===== src/rtl/apb_pkg.sv =====
// Shared types and constants for the APB-to-SRAM slave controller.
package apb_pkg;

  localparam int APB_AW = 8;
  localparam int MEM_AW = 4;
  localparam int DW     = 8;

  typedef enum logic [1:0] {
    IDLE = 2'd0,
    CMD  = 2'd1,
    RESP = 2'd2
  } state_t;

  // True when the APB address reaches beyond the memory window.
  function automatic logic addr_hi_err(input logic [APB_AW-1:0] addr);
    return |addr[APB_AW-1:MEM_AW];
  endfunction

endpackage


===== src/rtl/apb_slave_ctrl.sv =====
// APB slave fronting a 16x8 memory with one fixed wait state per transfer.
// Build option APB_ADDR_ERR_EN: out-of-window addresses complete with pslverr.
module apb_slave_ctrl
  import apb_pkg::*;
(
  input  logic                pclk,
  input  logic                rst_n,
  input  logic                psel,
  input  logic                penable,
  input  logic                pwrite,
  input  logic [APB_AW-1:0]   paddr,
  input  logic [DW-1:0]       pwdata,
  output logic [DW-1:0]       prdata,
  output logic                pready,
  output logic                pslverr,
  output logic [MEM_AW-1:0]   mem_addr,
  output logic                mem_wen,
  output logic                mem_ren,
  output logic [DW-1:0]       mem_wdata,
  input  logic [DW-1:0]       mem_rdata
);

  state_t            r_state;
  logic [MEM_AW-1:0] r_addr;
  logic [DW-1:0]     r_wdata;
  logic              r_write;
  logic              r_err;
  logic              r_wen;
  logic              r_ren;
  logic              r_pready;
  logic              r_pslverr;
  logic              r_rd_ok;
  logic              w_err;

`ifdef APB_ADDR_ERR_EN
  assign w_err = addr_hi_err(paddr);
`else
  logic w_unused_hi;
  assign w_unused_hi = ^paddr[APB_AW-1:MEM_AW];
  assign w_err       = 1'b0;
`endif

  // Strobes and handshake are registered one state ahead so they line up
  // exactly with the CMD and RESP cycles.
  always_ff @(posedge pclk) begin
    if (!rst_n) begin
      r_state   <= IDLE;
      r_addr    <= '0;
      r_wdata   <= '0;
      r_write   <= 1'b0;
      r_err     <= 1'b0;
      r_wen     <= 1'b0;
      r_ren     <= 1'b0;
      r_pready  <= 1'b0;
      r_pslverr <= 1'b0;
      r_rd_ok   <= 1'b0;
    end else begin
      r_wen     <= 1'b0;
      r_ren     <= 1'b0;
      r_pready  <= 1'b0;
      r_pslverr <= 1'b0;
      r_rd_ok   <= 1'b0;
      case (r_state)
        IDLE: begin
          if (psel && !penable) begin
            r_addr  <= paddr[MEM_AW-1:0];
            r_wdata <= pwdata;
            r_write <= pwrite;
            r_err   <= w_err;
            r_wen   <= pwrite && !w_err;
            r_ren   <= !pwrite && !w_err;
            r_state <= CMD;
          end
        end
        CMD: begin
          // A dropped psel abandons the transfer; the strobe already went out.
          if (!psel) begin
            r_state <= IDLE;
          end else begin
            r_pready  <= 1'b1;
            r_pslverr <= r_err;
            r_rd_ok   <= !r_write && !r_err;
            r_state   <= RESP;
          end
        end
        RESP:    r_state <= IDLE;
        default: r_state <= IDLE;
      endcase
    end
  end

  // Memory returns read data in the RESP cycle, so it is steered straight through.
  assign prdata    = r_rd_ok ? mem_rdata : '0;
  assign pready    = r_pready;
  assign pslverr   = r_pslverr;
  assign mem_addr  = r_addr;
  assign mem_wdata = r_wdata;
  assign mem_wen   = r_wen;
  assign mem_ren   = r_ren;

endmodule


===== config.mk =====
export PLATFORM = sky130hd
export DESIGN_NAME = apb_slave_ctrl
export DESIGN_NICKNAME = d
export VERILOG_FILES = /design/src/rtl/apb_pkg.sv /design/src/rtl/apb_slave_ctrl.sv
export SDC_FILE = /design/constraint.sdc
export NUM_CORES = 1
export LEC_CHECK = 0
export CAP_MARGIN = 10
export CORE_MARGIN = 2
export CORE_UTILIZATION = 36
export DETAILED_ROUTE_END_ITERATION = 10
export GPL_TIMING_DRIVEN = 0
export PLACE_DENSITY_LB_ADDON = 0.25
export SETUP_SLACK_MARGIN = 0.5
export SYNTH_ARGS = -nofsm -noshare
export SYNTH_HDL_FRONTEND = slang
export SYNTH_SLANG_ARGS = --single-unit

===== constraint.sdc =====
create_clock -name pclk -period 1.5 [get_ports pclk]
set_input_delay 0.225 -clock pclk [delete_from_list [all_inputs] [get_ports pclk]]
set_output_delay 0.225 -clock pclk [all_outputs]
set_load 0.05 [all_outputs]

==> impl_metrics.env, run 1 <==
export IMPL_routed_top_layer="met4"
export IMPL_ios=53
export IMPL_slew_viol_final=0
export IMPL_synth_nets=114
export IMPL_dr_pass1_iters=4
export IMPL_yosys_area_top_type="dfxtp_1"
export IMPL_synthDistinctLibCells=19
export IMPL_synthesis_area_um2=852
export IMPL_grt_ovfl_total=0
export IMPL_ant_nets=0
export IMPL_cts_tree="built"
export IMPL_holdPathEnd="mem_wdata[1]"
export IMPL_cts_buffers=3
export IMPL_dieArea_um2=2770
export IMPL_critPathMaxFanout=8
export IMPL_max_stage_delay_ns=0.38
export IMPL_h_tree_depth=1
export IMPL_row_count=17
export IMPL_hold_class="in2reg"
export IMPL_p_per_area_nw_per_um2=675
export IMPL_fin_crit_ns=1.21
export IMPL_path_cells="or3b_1 -> buf_6 -> clkbuf_16 -> o22ai_2"
export IMPL_hold_viol=0
export IMPL_clock_insertion_delay_worst_skew_ns=0.29
export IMPL_clockBufferDepth=2
export IMPL_setup_violations_final=0
export IMPL_grt_pass1_vias=843
export IMPL_hold_depth=3
export IMPL_min_period_over_period_pct=80.4
export IMPL_drt_iter0_markers=9
export IMPL_clock_skew_ns=0.00576
export IMPL_reg2reg_depth=4
export IMPL_synth_top_area_share_pct=44.6
export IMPL_num_nets_final=175
export IMPL_crit_required_ns=1.72
export IMPL_timing_rr_end="mem_addr[3]"
export IMPL_design_core_area_um2=2230
export IMPL_clock_sinks=19
export IMPL_antenna_cells=0
export IMPL_die_h_um=52.7
export IMPL_via_per_inst=4.89
export IMPL_cts_root_buf="clkbuf_4"
export IMPL_grt_antenna_before_repair=0
export IMPL_worst_slack_ns=0.294
export IMPL_rsz0062_at_grt="true"
export IMPL_synth_warnings=0
export IMPL_synthCells=85
export IMPL_min_from="rst_n"
export IMPL_post_place_ws_ns=-0.330
export IMPL_finalWirelength_um=2440
export IMPL_dp_final_hpwl_um=1510
export IMPL_ys_seq_area_share_pct=44.6
export IMPL_clk_pin_slew_ns=0.11
export IMPL_ir_drop_v=0.000496
export IMPL_drive_gt1_share_pct=58.6
export IMPL_initial_core_util_pct=38.2
export IMPL_met2_length_um=1340
export IMPL_drc_errors=0
export IMPL_ff2ff_setup_slack_ns=0.29
export IMPL_grt_pass1_wl_um=3510
export IMPL_end_kind="flop"
export IMPL_wl_per_cell_um=14.1
export IMPL_ys_top_cells_by_area="dfxtp_1 (45%), o22ai_2 (12%), nand3b_1 (11%), nand2_1 (6.2%), and2_1 (5.9%)"
export IMPL_crit_type="reg2reg"
export IMPL_wl_met3_um=152
export IMPL_gp_congestion=0.709
export IMPL_port_buffers=46
export IMPL_cp_top_family="simple AND/OR/NAND/NOR gates"
export IMPL_p_leak_nw=0.684
export IMPL_syn_area_per_cell_um2=10.0
export IMPL_maxCapViolCount=0
export IMPL_fp_dieW_um=52.7
export IMPL_max_freq_ghz=0.829
export IMPL_drt_met1_wl_um=921
export IMPL_ys_seq_elements=19
export IMPL_worstPathArrival_ns=1.43
export IMPL_num_vias=846
export IMPL_grtUsageTotal_pct=17.4
export IMPL_startpoint_type="flop"
export IMPL_path_buf_inv=2
export IMPL_cpMaxStageDelayCell="or3b_1"
export IMPL_r2r_start="r_state[0]"
export IMPL_ctsHoldBuffers=0
export IMPL_final_cell_mix="clkdlybuf4s50_1 (21), buf_8 (21), dfxtp_2 (17)"
export IMPL_utilization_pct=75.6
export IMPL_area_growth_synth_to_final_pct=98.1
export IMPL_status="finished, final reports clean"
export IMPL_grt_max_degree=11
==> synthesized netlist by cell type <==
| master | number |
|---|---|
| o22ai_2 | 8 |
| clkbuf_1 | 3 |
| nand3b_1 | 13 |
| buf_4 | 2 |
| and2_1 | 8 |
| nand2b_1 | 1 |
| buf_6 | 1 |
| nor2_1 | 2 |
| buf_12 | 1 |
| dfxtp_1 | 19 |
| o22ai_1 | 5 |
| nor2_2 | 1 |
| nor4b_4 | 1 |
| nand2_1 | 14 |
| conb_1 | 1 |
| buf_2 | 1 |
| nor3_1 | 2 |
| or3b_1 | 1 |
| nor2_4 | 1 |
==> per-layer routing <==
layer | up-vias | track usage, %
met1 | 398 | 17.1
met2 | 35 | 35.4
met4 | 0 | 5.13
met3 | 2 | 3.71
li1 | 411 | -
met5 | - | 0
==> per-stage QoR <==
step,instance area (um^2),TNS (ns),power (mW),hold slack [ns],cells
after global placement,1360,-2.64,0.817,0.421,159
after detailed placement,1360,-3.00,0.820,0.418,159
after CTS,1560,0,1.10,0.279,167
final,1690,0,1.14,0.289,173
after global routing,1690,0,1.17,0.308,173
after floorplan,867,0,0.707,0.303,85
==> sequential cells by signal, indices dropped and copies added (netlist names) <==
register	flops
mem_addr	4
mem_ren	1
mem_wdata	8
mem_wen	1
pready	1
r_rd_ok	1
r_state	2
r_write	1
==> area by class of cell <==
class / instances / area (um^2)
Buffer: 8 / 67.6
Tap cell: 28 / 35.0
Multi-Input combinational cell: 58 / 477
Clock buffer: 4 / 26.3
Timing Repair Buffer: 56 / 677
Fill cell: 166 / 546
Sequential cell: 19 / 405
==> report_power, final <==
group / switching [mW] / total, mW / internal, mW
sequential: 0.0177 / 0.545 / 0.528
clock: 0.152 / 0.255 / 0.103
combinational: 0.163 / 0.338 / 0.176
==> worst register-to-register path, stage by stage, from the launching register on <==
cell	delay [ns]
dfxtp_2	0.35
or3b_1	0.38
buf_6	0.16
clkbuf_16	0.17
o22ai_2	0.08
==> worst max-delay path by stage <==
| stage | from | end | slack [ns] | depth (start not counted) |
|---|---|---|---|---|
| floorplan | r_state[0] | mem_addr[3] | 0.42 | 4 |
| global placement | mem_rdata[6] | prdata[6] | -0.32 | 3 |
| detailed placement | mem_rdata[6] | prdata[6] | -0.33 | 3 |
| CTS | r_rd_ok | prdata[5] | 0.29 | 2 |
| global route | r_rd_ok | prdata[6] | 0.26 | 2 |
| finish | r_state[0] | mem_addr[3] | 0.29 | 4 |
==> kinds of logic after synthesis <==
kind of cell / synth area share (%)
compound gates: 15.4
other cells: 0.440
flops: 44.6
buf+inv: 7.34
simple gates: 32.2
==> what timing repair did <==
action | CTS | global route
gates cloned | 0 | 2
setup endpoints to repair | 39 | 39
resized for setup | 210 | 16
setup buffers | 4 | 4
pin swaps | 4 | 4
(Power assumes the default switching activity.)
==> run 2: changes to the inputs <==
==> constraint.sdc (replaced) <==
create_clock -name pclk -period 1.16 [get_ports pclk]
set_input_delay 0.174 -clock pclk [delete_from_list [all_inputs] [get_ports pclk]]
set_output_delay 0.174 -clock pclk [all_outputs]
set_load 0.05 [all_outputs]
==> run 2 against run 1 <==
Effect of this change:
- non-clock buffer count decreased by 6
- die area did not move
- sequential share of layout area is 1.4 points higher
- maximum frequency grew 4.1%
- clock-buffer cell count stayed put
- sequential cell count unchanged
- design area shrank 5.0%
- via count decreased by 0.35%
- critical path type unchanged
- largest power group unchanged
==> impl_metrics.env, run 2 (synthesized netlist as in run 1, its figures left out) <==
export IMPL_num_nets_final=169
export IMPL_r2r_start="r_state[0]"
export IMPL_fillCellCount=185
export IMPL_report_power_total_mw=1.44
export IMPL_final_common_cell="buf_8"
export IMPL_clock_sinks=19
export IMPL_port_buffers=46
export IMPL_ff_latch_area_um2=408
export IMPL_dpl_cell_area_um2=1390
export IMPL_gp_congestion=0.709
export IMPL_clockBufferDepth=2
export IMPL_p_per_area_nw_per_um2=900
export IMPL_critPathMaxFanout=10
export IMPL_hold_class="in2reg"
export IMPL_p_int_mw=1.02
export IMPL_min_period_over_period_pct=99.9
export IMPL_multi_input_area_um2=459
export IMPL_status="finished, final reports clean"
export IMPL_clkPwrFrac_pct=23.6
export IMPL_power_switching_uw=426
export IMPL_crit_start="r_state[0]"
export IMPL_antenna_cells=0
export IMPL_max_freq_ghz=0.863
export IMPL_drt_iter0_markers=21
export IMPL_crit_required_ns=1.39
export IMPL_wl_per_cell_um=13.4
export IMPL_cts_root_buf="clkbuf_4"
export IMPL_setup_violations_final=0
export IMPL_p_leak_nw=0.632
export IMPL_dieArea_um2=2770
export IMPL_cts_tree="built"
export IMPL_largest_reg_flops=8
export IMPL_design_core_area_um2=2230
export IMPL_utilization_pct=71.8
export IMPL_h_tree_depth=1
export IMPL_ant_nets=0
export IMPL_switching_share_pct=29.5
export IMPL_clk_pin_slew_ns=0.11
export IMPL_critPathCapture="mem_wdata[4]"
export IMPL_grt_antenna_before_repair=0
export IMPL_placedCellCount=159
export IMPL_row_count=17
export IMPL_reg2reg_depth=4
export IMPL_rsz0062_at_grt="true"
export IMPL_drive_gt1_share_pct=56.1
export IMPL_pwr_share_comb_pct=27.5
export IMPL_fp_dieW_um=52.7
export IMPL_clock_skew_ns=0.00462
export IMPL_startpoint_type="flop"
export IMPL_grt_pass1_wl_um=3430
export IMPL_final_cell_mix="buf_8 (23), clkdlybuf4s50_1 (21), dfxtp_2 (16)"
export IMPL_via_per_inst=5.05
export IMPL_design_area_um2=1600
export IMPL_hold_worst_slack_ns=0.234
export IMPL_ios=53
export IMPL_timing_rr_end="mem_wdata[4]"
export IMPL_dr_pass1_iters=4
export IMPL_ff2ff_setup_slack_ns=0.001
export IMPL_initial_core_util_pct=38.2
export IMPL_power_frac_seq_pct=48.8
export IMPL_maxCapViolCount=0
export IMPL_hold_viol=0
export IMPL_crit_type="reg2reg"
export IMPL_dp_final_hpwl_um=1570
export IMPL_slew_viol_final=0
export IMPL_clock_insertion_delay_worst_skew_ns=0.30
export IMPL_grt_ovfl_total=0
export IMPL_grtUsageTotal_pct=16.8
export IMPL_end_kind="flop"
export IMPL_fin_crit_ns=1.16
export IMPL_area_growth_synth_to_final_pct=88.1
export IMPL_worstPathArrival_ns=1.39
export IMPL_grt_max_degree=11
export IMPL_layoutNonFillerInstCount=167
export IMPL_finalWirelength_um=2230
export IMPL_grt_pass1_vias=813
export IMPL_ir_drop_v=0.000750
export IMPL_num_vias=843
export IMPL_cts_buffers=3
export IMPL_die_h_um=52.7
export IMPL_drc_errors=0
run 2: cell type report:
type                            count  share of cell area [%]
Timing Repair Buffer               50                    37.9
Multi-Input combinational cell     58                    28.6
Sequential cell                    19                    25.4
Buffer                              8                    4.22
Tap cell                           28                    2.19
Clock buffer                        4                    1.64
run 2: how the worst min path moves through the flow:
stage	to	cells after the start	start
2_1_floorplan	mem_ren	1	pwrite
3_3_place_gp	r_rd_ok	1	r_write
3_5_place_dp	r_rd_ok	1	r_write
4_1_cts	r_rd_ok	3	rst_n
5_1_grt	r_rd_ok	3	rst_n
6_report	pready	3	rst_n
run 2: power by group through the flow:
stage | clock network [mW] | registers (mW) | logic (mW)
finish | 0.341 | 0.705 | 0.397
global route | 0.366 | 0.708 | 0.417
CTS | 0.342 | 0.705 | 0.390
detailed placement | 0 | 0.710 | 0.357
global placement | 0 | 0.709 | 0.354
floorplan | 0 | 0.789 | 0.130
run 2: routing by layer:
| metal | share of wire, % | GRT usage [%] | wire (um) |
|---|---|---|---|
| met1 | 38 | 16.8 | 843 |
| met5 | 0 | 0 | 0 |
| met4 | 0.76 | 8.55 | 17 |
| met2 | 53 | 30.8 | 1190 |
| met3 | 8.2 | 5.14 | 182 |
run 2: timing repair:
item | in CTS | in global routing
hold buffers | 0 | 0
buffers inserted | 1 | 3
cloned | 0 | 0
pin swaps | 7 | 5
resized for setup | 199 | 2
setup endpoints to repair | 42 | 42
run 2: through the flow:
stage,setup WS [ns],setup TNS [ns]
global route,-0.0372,-0.502
finish,0.00102,0
global placement,-0.561,-10.47
floorplan,0.0762,0
CTS,-0.00509,-0.0163
detailed placement,-0.588,-10.86
run 2: worst max-delay path: stages, from the launching register on:
cell and delay [ns]:
dfxtp_2 0.35, or3b_1 0.36, buf_6 0.15, buf_12 0.15, o22ai_2 0.08
